[config.mk]
export PLATFORM = sky130hd
export DESIGN_NAME = positron_layer_serializer
export DESIGN_NICKNAME = d
export VERILOG_FILES = /design/src/rtl/positron_layer_serializer_pkg.sv /design/src/rtl/positron_layer_serializer.sv
export SDC_FILE = /design/constraint.sdc
export NUM_CORES = 1
export LEC_CHECK = 0
export ABC_CLOCK_PERIOD_IN_PS = 5200
export CORE_MARGIN = 5
export CORE_UTILIZATION = 30
export CTS_BUF_LIST = sky130_fd_sc_hd__clkbuf_4
export DETAILED_ROUTE_END_ITERATION = 12
export GPL_TIMING_DRIVEN = 0
export PLACE_DENSITY = 0.64
export SLEW_MARGIN = 5
export SYNTH_ARGS = -nofsm -noshare
export SYNTH_HDL_FRONTEND = slang
export SYNTH_SLANG_ARGS = --single-unit
[constraint.sdc]
create_clock -name clk -period 5.2 [get_ports clk]
set_input_delay 1.04 -clock clk [delete_from_list [all_inputs] [get_ports clk]]
set_output_delay 1.04 -clock clk [all_outputs]
set_load 0.02 [all_outputs]
[src/rtl/positron_layer_serializer_pkg.sv]
// positron_layer_serializer_pkg: shared types and helpers for the positron layer serializer.
package positron_layer_serializer_pkg;

    typedef enum logic {SER_COLLECT, SER_SEND} serializer_state_t;

    // Ceiling log2 with a floor of 1 so single-entry indices stay one bit wide.
    function automatic int log2(input int n);
        int r;
        r = 1;
        for (int i = 1; i < 31; i++)
            if ((1 << i) < n) r = i + 1;
        return r;
    endfunction

endpackage

[src/rtl/positron_layer_serializer.sv]
// positron_layer_serializer: gathers one eow-tagged result per upstream lane, then
// replays them as a single sow/eow framed window, lane k as word k.
module positron_layer_serializer
    import positron_layer_serializer_pkg::*;
#(
    parameter int POSIT_WIDTH = 4,
    parameter int NB_POSITRON = 16
) (
    input  logic                               clk,
    input  logic                               rst_n,
    input  logic [NB_POSITRON-1:0]             rts_i,
    input  logic [NB_POSITRON-1:0]             eow_i,
    input  logic [NB_POSITRON*POSIT_WIDTH-1:0] posit_i,
    output logic [NB_POSITRON-1:0]             rtr_o,
    input  logic                               rtr_i,
    output logic                               rts_o,
    output logic                               sow_o,
    output logic                               eow_o,
    output logic [POSIT_WIDTH-1:0]             posit_o
);

    localparam int IW = log2(NB_POSITRON);
    localparam logic [IW-1:0] LAST = IW'(NB_POSITRON - 1);

    serializer_state_t                            state_q, state_d;
    logic [NB_POSITRON-1:0]                       captured_q, captured_d;
    logic [IW-1:0]                                idx_q, idx_d;
    logic [NB_POSITRON-1:0][POSIT_WIDTH-1:0]      buffer_q, buffer_d;

    always_comb begin
        state_d    = state_q;
        captured_d = captured_q;
        idx_d      = idx_q;
        buffer_d   = buffer_q;
        rtr_o      = '0;
        rts_o      = 1'b0;
        sow_o      = 1'b0;
        eow_o      = 1'b0;
        posit_o    = '0;
        if (state_q == SER_COLLECT) begin
            rtr_o = ~captured_q;
            // Words without eow are intermediate results: accepted but dropped.
            for (int k = 0; k < NB_POSITRON; k++)
                if (rts_i[k] && !captured_q[k] && eow_i[k]) begin
                    buffer_d[k]   = posit_i[k*POSIT_WIDTH +: POSIT_WIDTH];
                    captured_d[k] = 1'b1;
                end
            if (&captured_d) begin
                state_d = SER_SEND;
                idx_d   = '0;
            end
        end else begin
            rts_o   = 1'b1;
            posit_o = buffer_q[idx_q];
            sow_o   = (idx_q == '0);
            eow_o   = (idx_q == LAST);
            if (rtr_i) begin
                if (idx_q == LAST) begin
                    captured_d = '0;
                    idx_d      = '0;
                    state_d    = SER_COLLECT;
                end else begin
                    idx_d = idx_q + 1'b1;
                end
            end
        end
    end

    always_ff @(posedge clk or negedge rst_n) begin
        if (!rst_n) begin
            state_q    <= SER_COLLECT;
            captured_q <= '0;
            idx_q      <= '0;
            buffer_q   <= '0;
        end else begin
            state_q    <= state_d;
            captured_q <= captured_d;
            idx_q      <= idx_d;
            buffer_q   <= buffer_d;
        end
    end

endmodule
Word level (Yosys, flattened, before mapping). Index checks and enable logic that the tools add are counted.

Input bits: 99. Output and inout bits: 23. Logic and storage cells: 145. Register bits after elaboration: 85.

Equal/unequal tests: 3. Order comparisons: 1. Bitwise operators: 2. Multiplexer cells: 50. Reductions and logical operators: 69. $add $sub $neg: 1.

Operators with widths (number): $mux W16 (4); $mux W1 (39); $reduce_and A2 Y1 (18); $logic_and A1 B1 Y1 (32); $mux W4 (6); $bmux W4 S4 (1); $logic_not A1 Y1 (16); $not A16 Y16 (1); $reduce_and A16 Y1 (1); $lt A4 B5 Y1 const B (1); $add A4 B1 Y4 const B (1); $eq A4 B4 Y1 const B (1); $logic_not A4 Y1 (1); $ne A2 B1 Y1 const B (1); $ne A2 B2 Y1 const B (1); $reduce_bool A2 Y1 (1); $not A1 Y1 (1).

Logic depth before layout (Yosys ltp).
Depth in word-level cells: 8. Depth in mapped cells: 7. Depth with buffers taken out: 5.

Least setup slack after synthesis. Ideal clock, no wire load.

Kind: register -> output. Start: register state_q. End: output sow_o. Cell stages (with the launch flop): 6. Buffers on the path: 3. Required time: 4.160 ns. Setup slack: 2.401 ns. Data arrival time: 1.759 ns. Path through: dfrtp_1 -> buf_2 -> buf_2 -> clkbuf_1 -> nand2b_1 -> nor3b_1.

Word-level cells in the longest chain between the ends: 1.

RTL lines: from (decl) (line positron_layer_serializer.sv:25) `serializer_state_t state_q, state_d;`; from (signal assigned) (line positron_layer_serializer.sv:76) `state_q <= state_d;`; $mux W1 (line positron_layer_serializer.sv:40) `if (state_q == SER_COLLECT) begin`; to (decl) (line positron_layer_serializer.sv:17) `output logic sow_o,`.

Every way passes these cells.

Final worst setup path.
Start: register idx_q[2]. End: output posit_o[1].

Word-level cells in the longest chain between the ends: 3.

RTL lines: from (decl) (line positron_layer_serializer.sv:27) `logic [IW-1:0] idx_q, idx_d;`; from (signal assigned) (line positron_layer_serializer.sv:78) `idx_q <= idx_d;`; $bmux W4 S4 (line positron_layer_serializer.sv:54) `posit_o = buffer_q[idx_q];`; $mux W4 (implied by the code) (line positron_layer_serializer.sv:54); $mux W4 (line positron_layer_serializer.sv:40); to (decl) (line positron_layer_serializer.sv:19) `output logic [POSIT_WIDTH-1:0] posit_o`.

Every way passes these cells. The select of a mux whose other input is x is not followed.

==> results.yml <==
run_status:
  status: "finished, final reports clean"
worst_setup_path:
  worstPathBufferInverterCount: 3
  crit_chain: "buf_2, buf_2, mux4_2, mux4_2, and2_1, clkdlybuf4s50_1"
  crit_path_end_kind: "primary output"
  critPathArrivalTime_ns: 2.92
  reg2regPathDepth: 6
  path_delay_family: "buffers and inverters"
  max_stage_delay_ns: 0.56
  crit_type: "reg2out"
  start_kind: "flip-flop"
  worstPathMaxFanout: 10
  reg2reg_from: "state_q$_DFF_PN0_"
  reg2reg_setup_slack_ns: 3.06
  cp_slowest_cell: "clkdlybuf4s50_1"
  timing.rr.end: "idx_q[1]$_DFFE_PN0P_"
  required_ns: 4.16
  critPathCapture: "posit_o[1]"
  cp-startpoint: "idx_q[2]$_DFFE_PN0P_"
  cp.depth: 6
grt:
  grt_max_degree: 45
  grt_antenna_before_repair: 0
  first_global_vias: 3283
  grt_usage_pct: 14.9
  grt.overflow.total: 0
  grt_pass1_wl_microns: 18200
placed_design:
  place_congestion: 0.811
  port_buffers: 121
  placedCellCount: 613
  place_hpwl_microns: 9090
sta:
  tns_ns: 0
  setup_viol: 0
  max_slew.worst_pin.slew_ns: 0.837
  finalCriticalPeriod_ns: 3.96
  post-route-period-util_pct: 76.2
  final-max-slew-violation-count: 0
  hold_violations: 0
  rsz0062_at_grt: "no"
  fmax_ghz: 0.252
  slew_headroom_pct: 43.7
  clock_skew_ns: 0.0182
  timing.hold.ws_ns: 0.517
synthesis:
  syn_area_sq_um: 4010
  synth_common_cells: "dfrtp_1, mux2_2, nor2_1"
  synth_cells: 315
  synth_top_area_cell: "dfrtp_1"
  synth.top_cells.by_area: "dfrtp_1, mux2_2, mux4_2, a21oi_1, nor2_1"
  synth-async-reset-ratio_pct: 100
  syn-num-nets: 416
  synth_top_area_share_pct: 53.1
  ys_seq_area_share_pct: 53.1
  synth_most_common_cell: "dfrtp_1"
  synth_ff_type: "dfrtp_1"
  syn_area_per_cell_sq_um: 12.7
  yosys_warnings: 0
  ys_types: 25
  synth_edf_count: 0
  synth_seq_cells: 85
detailed_routing:
  drcViolationCount: 0
  drt_iter0_markers: 168
  final_antenna_net_count: 0
  drt_wl_total_microns: 11600
  drtPass1Iterations: 4
  wl_per_cell_microns: 18.4
  vias: 3052
  via_per_inst: 4.85
worst_hold_path:
  hold_class: "reg2reg"
power:
  powerDensity_nw_per_um2: 536
  power_mw: 2.98
  p_leak_nw: 2.29
  peakVddDrop_v: 0.000328
layout:
  nNetsFinal: 549
  antennaDiodeCount: 0
  fill_cells: 1263
  layoutNonFillerInstCount: 629
  drive_above_1_share_pct: 23.6
  syn2layout_area_growth_pct: 38.9
flow_run:
  drv_cap: 0
clock_network:
  cts_max_path_buffers: 2
  postCtsSetupBuffers: 0
  clkLatencyLatePin_ns: 0.43
  clkTransAtPathRegs_ns: 0.14
  cts-root-buf: "clkbuf_4"
  cts.sinks: 85
  cts_htree_levels: 3
  cts_tree: "done"
  cts_made_buffers: 9
  cts_hold_buffers: 0
  ctsResizeCount: 0
floorplan:
  die_w_microns: 126
  dieArea_sq_um: 15800
  initial_core_util_pct: 30.4
  die_h_microns: 126
  rows: 42
  pin_count: 122
  fp.coreArea_sq_um: 13200
## cells by family (layout without fill, tap and decap cells)
kind of cell               count (synthesis)  after routing  synth area share, %
adders and majority gates                  2              2                0.625
AOI/OAI and AO/OA                         41             41                 5.47
buffers and inverters                     29            167                 3.00
DFF                                       85             85                 53.1
muxes                                     87             87                 29.4
and+or+nand+nor                           71             71                 8.43
## layout by cell type (no fill, tap or decap), drive strengths merged
cell type	Yosys	routed
clkdlybuf4s50	0	120
dfrtp	85	85
mux2	65	65
nor2	32	32
a21oi	30	30
clkbuf	19	28
mux4	18	18
and3	16	16
nand2	9	9
buf	7	9
clkinv	0	5
mux2i	4	4
nor4	4	4
o21ai	4	4
inv	3	3
o22ai	3	3
and2	3	3
a21o	2	2
nor3	2	2
nand3	2	2
ha	2	2
clkinvlp	0	2
nand2b	1	1
nand4	1	1
nor3b	1	1
o2bb2ai	1	1
a31oi	1	1
## area by class of cell
cell class	count	area [sq um]	share of cell area [%]
Clock inverter	7	42.5	0.764
Clock buffer	9	67.6	1.21
Inverter	3	11.3	0.202
Multi-Input combinational cell	201	1760	31.6
Timing Repair Buffer	122	1230	22.1
Tap cell	176	220	3.96
Buffer	26	109	1.96
Sequential cell	85	2130	38.2
## state kept, by name, indices dropped and copies added, names as in the netlist
register / flops
buffer_q: 64
captured_q: 16
idx_q: 4
state_q: 1
## stage by stage
step / instance area [sq um] / utilization, % / setup slack, ns
after floorplan: 4010 / - / 2.40
after global placement: 5440 / 41.2 / 0.123
after detailed placement: 5460 / 41.4 / 1.67
after CTS: 5570 / 42.2 / 1.15
after global routing: 5570 / 42.2 / 1.05
final: 5570 / 42.2 / 1.24
## metal layers
| metal | vias up | GRT usage (%) | share of wire [%] |
|---|---|---|---|
| met4 | 0 | 3.06 | 0.63 |
| li1 | 1400 | - | - |
| met5 | - | 0 | 0 |
| met3 | 5 | 5.16 | 6.8 |
| met2 | 110 | 22.6 | 45 |
| met1 | 1537 | 20.8 | 47 |
## report_power, final
group          internal (mW)  switching, mW  total [mW]
sequential             0.968          0.167        1.13
clock                 0.0950          0.234       0.329
combinational          0.816          0.705        1.52
total                   1.88           1.11        2.98
## worst register-to-register path: cells and delay by family, from the launching register on
family | cells | cell delay, ns
buffers and inverters | 2 | 0.40
AO/OA/AOI/OAI | 1 | 0.24
flip-flops | 1 | 0.40
AND/OR/NAND/NOR | 3 | 0.96
## how the worst min path moves through the flow
| stage | from | to | slack, ns | cells past startpoint |
|---|---|---|---|---|
| 6_report | buffer_q[23]$_DFFE_PN0P_ | buffer_q[23]$_DFFE_PN0P_ | 0.52 | 1 |
| 5_1_grt | buffer_q[19]$_DFFE_PN0P_ | buffer_q[19]$_DFFE_PN0P_ | 0.54 | 1 |
| 4_1_cts | buffer_q[23]$_DFFE_PN0P_ | buffer_q[23]$_DFFE_PN0P_ | 0.52 | 1 |
| 3_5_place_dp | buffer_q[23]$_DFFE_PN0P_ | buffer_q[23]$_DFFE_PN0P_ | 0.49 | 1 |
| 3_3_place_gp | buffer_q[10]$_DFFE_PN0P_ | buffer_q[10]$_DFFE_PN0P_ | 0.48 | 1 |
| 2_1_floorplan | captured_q[3]$_DFFE_PN0P_ | captured_q[3]$_DFFE_PN0P_ | 0.47 | 1 |
Power figures use the tool's default switching activity.
